--- config.mk ---
export PLATFORM = sky130hd
export DESIGN_NAME = hello_merger
export DESIGN_NICKNAME = d
export VERILOG_FILES = /design/src/rtl/hello_merger.sv
export SDC_FILE = /design/constraint.sdc
export NUM_CORES = 1
export LEC_CHECK = 0
export CAP_MARGIN = 5
export CORE_MARGIN = 4
export CORE_UTILIZATION = 25
export DETAILED_ROUTE_END_ITERATION = 12
export DONT_BUFFER_PORTS = 1
export SYNTH_ARGS = -nofsm -noshare
export SYNTH_HDL_FRONTEND = slang
export SYNTH_SLANG_ARGS = --single-unit
--- constraint.sdc ---
create_clock -name AXIS_ACLK -period 2.6 [get_ports AXIS_ACLK]
set_input_delay 0.39 -clock AXIS_ACLK [delete_from_list [all_inputs] [get_ports AXIS_ACLK]]
set_output_delay 0.39 -clock AXIS_ACLK [all_outputs]
set_load 0.005 [all_outputs]
--- src/rtl/hello_merger.sv ---
// hello_merger: packet-level 3:1 arbiter merging SRIO HELLO streams toward the SRIO core TX port.
// Latency: one IDLE arbitration bubble per packet, then a beat accepted in cycle n appears on M_AXIS in cycle n+1.
// Backpressure: a single output register; S{g}_TREADY = !out_valid | M_AXIS_TREADY, so at most one beat is buffered.
//
// Ports:
//   AXIS_ACLK / AXIS_ARESETN        clock, asynchronous active-low reset
//   S0/S1/S2_AXIS_*                 sources (0 = adi chain, 1 = srio_fifo, 2 = srio_dma); FTYPE in TDATA[55:52] of first beat
//   M_AXIS_*                        merged registered stream; M_AXIS_TID is the source index of the presented beat
//   ftype_err                       one-cycle pulse per dropped packet
// Parameter FIXED_PRIO: 0 = round-robin, 1 = fixed priority (port 0 highest).
// Optional macro HELLO_FTYPE_CHECK_EN: drop packets whose first-beat FTYPE is not one of 2,5,6,8,9,10,11,13.
module hello_merger #(
   parameter int FIXED_PRIO = 0
) (
   input  logic        AXIS_ACLK,
   input  logic        AXIS_ARESETN,
   input  logic        S0_AXIS_TVALID,
   output logic        S0_AXIS_TREADY,
   input  logic [63:0] S0_AXIS_TDATA,
   input  logic        S0_AXIS_TLAST,
   input  logic [31:0] S0_AXIS_TUSER,
   input  logic        S1_AXIS_TVALID,
   output logic        S1_AXIS_TREADY,
   input  logic [63:0] S1_AXIS_TDATA,
   input  logic        S1_AXIS_TLAST,
   input  logic [31:0] S1_AXIS_TUSER,
   input  logic        S2_AXIS_TVALID,
   output logic        S2_AXIS_TREADY,
   input  logic [63:0] S2_AXIS_TDATA,
   input  logic        S2_AXIS_TLAST,
   input  logic [31:0] S2_AXIS_TUSER,
   output logic        M_AXIS_TVALID,
   input  logic        M_AXIS_TREADY,
   output logic [63:0] M_AXIS_TDATA,
   output logic        M_AXIS_TLAST,
   output logic [31:0] M_AXIS_TUSER,
   output logic [1:0]  M_AXIS_TID,
   output logic        ftype_err
);

   typedef enum logic {ST_IDLE, ST_BUSY} state_t;

   state_t      state_q, state_d;
   logic [1:0]  grant_q, grant_d;
   logic [1:0]  last_grant_q, last_grant_d;
   logic        first_q, first_d;       // next accepted beat is the packet's first
   logic        drop_q, drop_d;         // rest of the current packet is being discarded
   logic        out_vld_q, out_vld_d;
   logic [63:0] out_dat_q, out_dat_d;
   logic        out_last_q, out_last_d;
   logic [31:0] out_user_q, out_user_d;
   logic [1:0]  out_tid_q, out_tid_d;
   logic        ftype_err_q, ftype_err_d;

   logic [2:0]  s_vld;
   logic        sel_vld, sel_last, sel_rdy;
   logic [63:0] sel_dat;
   logic [31:0] sel_user;
   logic [1:0]  arb_g;
   logic        ftype_bad, drop_beat, s_xfr, m_xfr;

   assign s_vld = {S2_AXIS_TVALID, S1_AXIS_TVALID, S0_AXIS_TVALID};

   always_comb begin
      sel_vld  = S0_AXIS_TVALID;
      sel_dat  = S0_AXIS_TDATA;
      sel_last = S0_AXIS_TLAST;
      sel_user = S0_AXIS_TUSER;
      case (grant_q)
         2'd1: begin
            sel_vld  = S1_AXIS_TVALID;
            sel_dat  = S1_AXIS_TDATA;
            sel_last = S1_AXIS_TLAST;
            sel_user = S1_AXIS_TUSER;
         end
         2'd2: begin
            sel_vld  = S2_AXIS_TVALID;
            sel_dat  = S2_AXIS_TDATA;
            sel_last = S2_AXIS_TLAST;
            sel_user = S2_AXIS_TUSER;
         end
         default: ;
      endcase
   end

   // Only meaningful while some source is valid; round-robin starts after last_grant.
   always_comb begin
      arb_g = 2'd0;
      if (FIXED_PRIO != 0) begin
         if (s_vld[0])      arb_g = 2'd0;
         else if (s_vld[1]) arb_g = 2'd1;
         else               arb_g = 2'd2;
      end else begin
         case (last_grant_q)
            2'd0:    arb_g = s_vld[1] ? 2'd1 : (s_vld[2] ? 2'd2 : 2'd0);
            2'd1:    arb_g = s_vld[2] ? 2'd2 : (s_vld[0] ? 2'd0 : 2'd1);
            default: arb_g = s_vld[0] ? 2'd0 : (s_vld[1] ? 2'd1 : 2'd2);
         endcase
      end
   end

`ifdef HELLO_FTYPE_CHECK_EN
   always_comb begin
      case (sel_dat[55:52])
         4'd2, 4'd5, 4'd6, 4'd8, 4'd9, 4'd10, 4'd11, 4'd13: ftype_bad = 1'b0;
         default:                                           ftype_bad = 1'b1;
      endcase
   end
`else
   assign ftype_bad = 1'b0;
`endif

   // A dropped beat never touches the output register, so it is accepted regardless of downstream stall.
   assign drop_beat = drop_q | (first_q & ftype_bad);
   assign m_xfr     = out_vld_q & M_AXIS_TREADY;
   assign sel_rdy   = (state_q == ST_BUSY) & (drop_beat | ~out_vld_q | M_AXIS_TREADY);
   assign s_xfr     = sel_rdy & sel_vld;

   assign S0_AXIS_TREADY = sel_rdy & (grant_q == 2'd0);
   assign S1_AXIS_TREADY = sel_rdy & (grant_q == 2'd1);
   assign S2_AXIS_TREADY = sel_rdy & (grant_q == 2'd2);

   always_comb begin
      state_d      = state_q;
      grant_d      = grant_q;
      last_grant_d = last_grant_q;
      first_d      = first_q;
      drop_d       = drop_q;
      out_vld_d    = out_vld_q;
      out_dat_d    = out_dat_q;
      out_last_d   = out_last_q;
      out_user_d   = out_user_q;
      out_tid_d    = out_tid_q;
      ftype_err_d  = s_xfr & first_q & ftype_bad;

      case (state_q)
         ST_IDLE: begin
            if (|s_vld) begin
               grant_d = arb_g;
               first_d = 1'b1;
               drop_d  = 1'b0;
               state_d = ST_BUSY;
            end
         end
         ST_BUSY: begin
            if (s_xfr) begin
               first_d = 1'b0;
               if (first_q & ftype_bad) drop_d = 1'b1;
               if (sel_last) begin
                  last_grant_d = grant_q;
                  drop_d       = 1'b0;
                  state_d      = ST_IDLE;
               end
            end
         end
         default: state_d = ST_IDLE;
      endcase

      // Output register drains independently of the FSM, including while IDLE arbitrates.
      if (s_xfr && !drop_beat) begin
         out_vld_d  = 1'b1;
         out_dat_d  = sel_dat;
         out_last_d = sel_last;
         out_user_d = sel_user;
         out_tid_d  = grant_q;
      end else if (m_xfr) begin
         out_vld_d  = 1'b0;
      end
   end

   always_ff @(posedge AXIS_ACLK or negedge AXIS_ARESETN) begin
      if (!AXIS_ARESETN) begin
         state_q      <= ST_IDLE;
         grant_q      <= 2'd0;
         last_grant_q <= 2'd2;
         first_q      <= 1'b0;
         drop_q       <= 1'b0;
         out_vld_q    <= 1'b0;
         out_dat_q    <= '0;
         out_last_q   <= 1'b0;
         out_user_q   <= '0;
         out_tid_q    <= 2'd0;
         ftype_err_q  <= 1'b0;
      end else begin
         state_q      <= state_d;
         grant_q      <= grant_d;
         last_grant_q <= last_grant_d;
         first_q      <= first_d;
         drop_q       <= drop_d;
         out_vld_q    <= out_vld_d;
         out_dat_q    <= out_dat_d;
         out_last_q   <= out_last_d;
         out_user_q   <= out_user_d;
         out_tid_q    <= out_tid_d;
         ftype_err_q  <= ftype_err_d;
      end
   end

   assign M_AXIS_TVALID = out_vld_q;
   assign M_AXIS_TDATA  = out_dat_q;
   assign M_AXIS_TLAST  = out_last_q;
   assign M_AXIS_TUSER  = out_user_q;
   assign M_AXIS_TID    = out_tid_q;
   assign ftype_err     = ftype_err_q;

endmodule

Word-level counts from Yosys, hierarchy flattened --
Index checks and enable logic that the tools add are counted.
Word-level totals: flip-flop bits (word level) 106, output and inout bits 104, logic and storage cells 55, bits of input ports 297
Cells by class: reduce and logical (&&, ||, !) cells 9, muxes and demuxes 21, bitwise operators 10, eq/ne operators 6
Operator list (count):
- 64-bit one-hot mux with 2 select lines | 1
- 32-bit one-hot mux with 2 select lines | 1
- 2-bit 2-to-1 mux | 5
- 1-bit 2-to-1 mux | 9
- 1-bit one-hot mux with 2 select lines | 4
- 1-bit bitwise AND | 6
- 3-bit AND reduction | 2
- 2-bit by 1-bit == test with 1-bit output (second input constant) | 2
- 2-bit zero test | 2
- 2-bit by 1-bit != test with 1-bit output (second input constant) | 2
- 2-bit one-hot mux with 2 select lines | 1
- 3-bit OR reduction | 1
- 2-bit == test (second input constant) | 1
- 2-bit != test (second input constant) | 1
- 1-bit inverter | 2
- 1-bit OR | 2
- 2-bit AND reduction | 1
- 2-bit nonzero test | 1
- 1-bit logical AND | 1
- 1-bit zero test | 1

Longest topological paths before layout --
word-level depth 7, gate-level depth with buffers 10, gate-level depth less buffers 6

Worst setup path before layout --
No wires, ideal clock.
path kind register to register, start point register grant_q[0], end point register out_dat_q[16] (netlist: M_AXIS_TDATA[16]), stages on the path, launching flop included 11, data required time 2.505 ns, setup time 0.095 ns, path slack 0.767 ns, data arrival time 1.737 ns, cell sequence dfrtp_1 > inv_1 > ha_1 > buf_2 > or2_1 > o2111ai_2 > buf_6 > buf_6 > buf_2 > nand2_1 > o31ai_1
On the way: word-level cells in the longest chain between the ends 4
Ends and longest elaborated chain:
- start: declaration | line 44 | logic [1:0] grant_q, grant_d;
- start signal: assignment | line 186 | grant_q <= grant_d;
- 2-bit == test / 2-bit by 1-bit == test with 1-bit output (equally long branches) | line 69 | case (grant_q)
- 1-bit one-hot mux with 2 select lines | line 69
- 1-bit bitwise AND | line 117 | assign s_xfr = sel_rdy & sel_vld;
- 1-bit logical AND | line 160 | if (s_xfr && !drop_beat) begin
- end signal: assignment | line 191 | out_dat_q <= out_dat_d;
- end: declaration | line 49 | logic [63:0] out_dat_q, out_dat_d;
Parallel ways exist; a longest one is shown, timed or not. A chain may end at the register's enable or synchronous reset.

Worst setup path after layout --
start point register grant_q[1], end point output S1_AXIS_TREADY
On the way: word-level cells in the longest chain between the ends 2
Ends and longest elaborated chain:
- 2-bit by 1-bit == test with 1-bit output | line 120 | assign S1_AXIS_TREADY = sel_rdy & (grant_q == 2'd1);
- 1-bit bitwise AND | line 120
- end: declaration | line 23 | output logic S1_AXIS_TREADY,
No other way between the ends.

==> Flow_metrics.wiki <==
{| class="wikitable"
! Metric !! Value
|-
| Number of storage elements in the synthesis netlist || 105
|-
| Die outline width || 157.2 µm
|-
| Max stage delay on crit path || 0.42 ns
|-
| Most frequent cells in the layout || sky130_fd_sc_hd__dfrtp_1, sky130_fd_sc_hd__nand2_1, sky130_fd_sc_hd__nor2_1
|-
| Post-synthesis simple-gate area fraction || 14.48%
|-
| Vertical extent of the die || 157.2 µm
|-
| Worst min path class || primary input to async pin
|-
| Via count of the first global-routing pass || 4,425
|-
| Synth area leaders || sky130_fd_sc_hd__dfrtp_1, sky130_fd_sc_hd__a221oi_1, sky130_fd_sc_hd__o31ai_1
|-
| Share of power burned in registers || 30.4%
|-
| Inserted Diodes || 0
|-
| Dominant delay contributor by cell family on the critical path || buffers and inverters
|-
| Nature of the critical path startpoint || flop
|-
| Setup tns final || 0 ns
|-
| Average wire per standard cell || 22.27 µm
|-
| Total vias in the final route || 4,643
|-
| Multiplexer fraction of the synthesized cell area || 0.5621%
|-
| Largest net degree at the start of global routing || 106
|-
| Wire length of the first global-routing pass || 25,990 µm
|-
| Standard-cell row count || 54
|-
| Switching pwr || 5231 µW
|-
| Most used DFF post-synth || sky130_fd_sc_hd__dfrtp_1
|-
| RSZ-0062 raised after global routing || no
|-
| Library cells used by synthesis || 31
|-
| # clock sinks || 105
|-
| Maximum Capacitance Violations || 0
|-
| Slowest stage cell on the critical path || sky130_fd_sc_hd__dfrtp_1
|-
| Detailed-placement wirelength estimate || 14,130 µm
|-
| Worst-path maximum fanout || 52
|-
| Clock Tree Buf Depth || 2
|-
| Worst path arrival time || 1.96 ns
|-
| Tmin final || 2.347 ns
|-
| Violated checks || hold timing
|-
| Cell Chain, Critical Path || inv_1, ha_4, buf_6, and3_1
|-
| Total gr overflow || 0
|-
| Final number of setup-violating endpoints || 0
|-
| Placement Cell Area || 0.005767 mm²
|-
| Post-synthesis instance area || 0.005565 mm²
|-
| Final net count || 853
|-
| Share of total power in the clock network || 13.4%
|-
| Number of levels in the clock H-tree || 3
|-
| Clock Latency Late Sink || 0.35 ns
|-
| Syn Area/Cell || 9.369 µm²
|-
| Clock tree from TritonCTS || built
|-
| Power density relative to cell area || 1767 mW/mm²
|-
| Post-Synthesis Net Count || 894
|-
| LEAKAGE || 0.002460 µW
|-
| Cell Int Power || 5518 µW
|-
| Largest clock skew in the final design || 0.01147 ns
|-
| Final Hold Violating Endpoints || 105
|-
| Die outline area || 0.02471 mm²
|-
| Most frequent standard cell in the layout excluding fill and tap cells || sky130_fd_sc_hd__dfrtp_1
|-
| Xor/xnor cell area share of the yosys netlist || 0%
|-
| Worst Path Class, Setup || flop to primary output
|-
| Clock Root Buffer || sky130_fd_sc_hd__clkbuf_16
|-
| Count of flip-flops with a built-in enable after synthesis || 0
|-
| Cts bufs inserted || 9
|-
| RD Place Congestion || 0.7836
|-
| Count of input and output buffers || 0
|-
| Instance count of the mapped netlist || 594
|-
| Layout cell share with drive strength beyond 1 || 8.423%
|-
| Top-level I/O count || 401
|-
| Peak clock frequency supported by timing || 426.2 MHz
|-
| Fraction of registers with async set/reset || 100.0%
|-
| Cell accounting for the most synthesized area || sky130_fd_sc_hd__dfrtp_1
|-
| Clk slew on worst S/H paths || 0.08 ns
|-
| Antenna Nets Post-Route || 0
|-
| Final slew viol count || 0
|-
| Overall fraction of global-route tracks in use || 13.66%
|-
| Combinational family with the most area after synthesis || compound AO/OA/AOI/OAI gates
|-
| Relative contribution of combinational cells to total power || 56.1%
|-
| Vias per std cell || 5.541
|-
| Share of the synthesized area in the top cell type || 46.76%
|-
| Iteration-0 DRC count of the detailed router || 359
|-
| Antenna violations before repair || 0
|-
| Worst vdd ir || 0.7857 mV
|-
| Adder-cell area share of the yosys netlist || 0.6745%
|-
| Area Growth Syn to Fin || 9.285%
|-
| Measured slew at the worst slew-check pin || 0.5864 ns
|-
| Fraction of power spent switching nets || 48.67%
|-
| Portion of the clock cycle consumed by the worst path in the final layout || 90.25%
|-
| Initial Utilization || 25.42%
|-
| Result of the run || finished with violations
|-
| Placeable Area || 0.02189 mm²
|-
| Required time at the endpoint of the critical path || 2.21 ns
|-
| Aggregate routed wire length || 18,660 µm
|-
| Normalized max-slew margin || 60.90%
|-
| 1st-pass router iterations || 5
|-
| DRC viols || 0
|-
| Share of the synthesized area in compound gates (AO/OA/AOI/OAI) || 30.51%
|-
| Design Power || 10,750 µW
|-
| Yosys warnings || 0
|-
| Post-route cell area || 0.006082 mm²
|-
| Count of buffering cells on the critical path with inverters included || 2
|-
| Sequential element share of the synthesized area || 47.23%
|-
| Worst-case hold slack || -0.2719 ns
|-
| Crit path capture type || primary output
|}
layout make-up:
class	instances	area, µm²
sequential	105	2629
tap	280	350.3
clock inverter	6	72.57
inverter	5	20.02
fill	2335	15810
clock buffer	10	239.0
multi-input combinational	418	2625
timing repair buffer	14	146.4
per-stage QoR:
step	hold WS, ns	instances	setup WS (ns)	util (%)
finish	-0.2719	838	0.2535	27.78
global route	-0.3007	838	0.1443	27.78
CTS	-0.3000	838	0.01876	27.78
detailed placement	0.09609	822	0.3343	26.34
global placement	0.09676	822	0.3827	26.34
floorplan	0.09441	594	0.7674	-
sequential cells by signal (all words and copies together), names as in the netlist:
signal / flops
M_AXIS_TDATA: 64
M_AXIS_TUSER: 32
M_AXIS_TID: 2
grant_q: 2
last_grant_q: 2
M_AXIS_TLAST: 1
M_AXIS_TVALID: 1
state_q: 1
worst paths after layout:
kind / from / end / slack (ns) / depth (start not counted)
worst max-delay path: grant_q[1] / S1_AXIS_TREADY / 0.25 / 4
worst min-delay path: AXIS_ARESETN / M_AXIS_TDATA[12] / -0.27 / 0
worst max register to register: grant_q[1] / last_grant_q[1] / 0.31 / 6
worst min register to register: M_AXIS_TUSER[18] / M_AXIS_TUSER[18] / 0.51 / 2
max in group asynchronous: AXIS_ARESETN / last_grant_q[1] / 2.64 / 0
min in group AXIS_ACLK: S1_AXIS_TVALID / grant_q[0] / 0.17 / 2
layer usage:
metal  global-route usage (%)  vias to the layer above  share of wire, %
met3                    3.079                       16               8.3
met5                        0                        -                 0
met2                    23.35                      236                51
met1                    16.91                     2244                39
met4                    4.998                        0               1.6
li1                         -                     2147                 -
synth_stat cells (2+ instances only):
cell type / n
sky130_fd_sc_hd__a21oi_1: 3
sky130_fd_sc_hd__a221oi_1: 97
sky130_fd_sc_hd__and3_1: 3
sky130_fd_sc_hd__buf_2: 15
sky130_fd_sc_hd__buf_4: 10
sky130_fd_sc_hd__buf_6: 5
sky130_fd_sc_hd__clkbuf_1: 35
sky130_fd_sc_hd__dfrtp_1: 104
sky130_fd_sc_hd__ha_1: 3
sky130_fd_sc_hd__inv_1: 4
sky130_fd_sc_hd__mux2i_1: 2
sky130_fd_sc_hd__nand2_1: 100
sky130_fd_sc_hd__nand2b_1: 2
sky130_fd_sc_hd__nor2_1: 99
sky130_fd_sc_hd__o21ai_1: 2
sky130_fd_sc_hd__o31ai_1: 86
sky130_fd_sc_hd__o31ai_2: 10
cells by family (layout without fill, tap and decap cells):
| logic type | after synthesis | in the layout |
|---|---|---|
| other | 1 | 1 |
| flip-flops | 105 | 105 |
| AND/OR/NAND/NOR | 207 | 207 |
| adder cells (fa/ha/maj) | 3 | 3 |
| buffers and inverters | 71 | 35 |
| multiplexers | 3 | 3 |
| AO/OA/AOI/OAI | 204 | 204 |
worst reg2reg max path, stage by stage (launching register included):
cell	delay, ns
sky130_fd_sc_hd__dfrtp_1	0.42
sky130_fd_sc_hd__inv_1	0.21
sky130_fd_sc_hd__ha_4	0.31
sky130_fd_sc_hd__buf_6	0.38
sky130_fd_sc_hd__a221oi_1	0.24
sky130_fd_sc_hd__nor3_4	0.30
sky130_fd_sc_hd__mux2_1	0.35
power groups by stage:
| stage | registers (µW) | clock network [µW] | logic [µW] |
|---|---|---|---|
| floorplan | 2990 | 0 | 5000 |
| global placement | 3320 | 0 | 5910 |
| detailed placement | 3320 | 0 | 6040 |
| CTS | 3300 | 1520 | 6030 |
| global route | 3370 | 1580 | 6770 |
| finish | 3270 | 1450 | 6030 |
timing repair:
| action | CTS | global route |
|---|---|---|
| resized for setup | 1 | 0 |
| endpoints found under the hold margin | 105 | 105 |
| setup buffers | 0 | 1 |
| endpoints found under the setup margin | 1 | 1 |
| pin swaps | 0 | 1 |
Power figures use the tool's default switching activity.
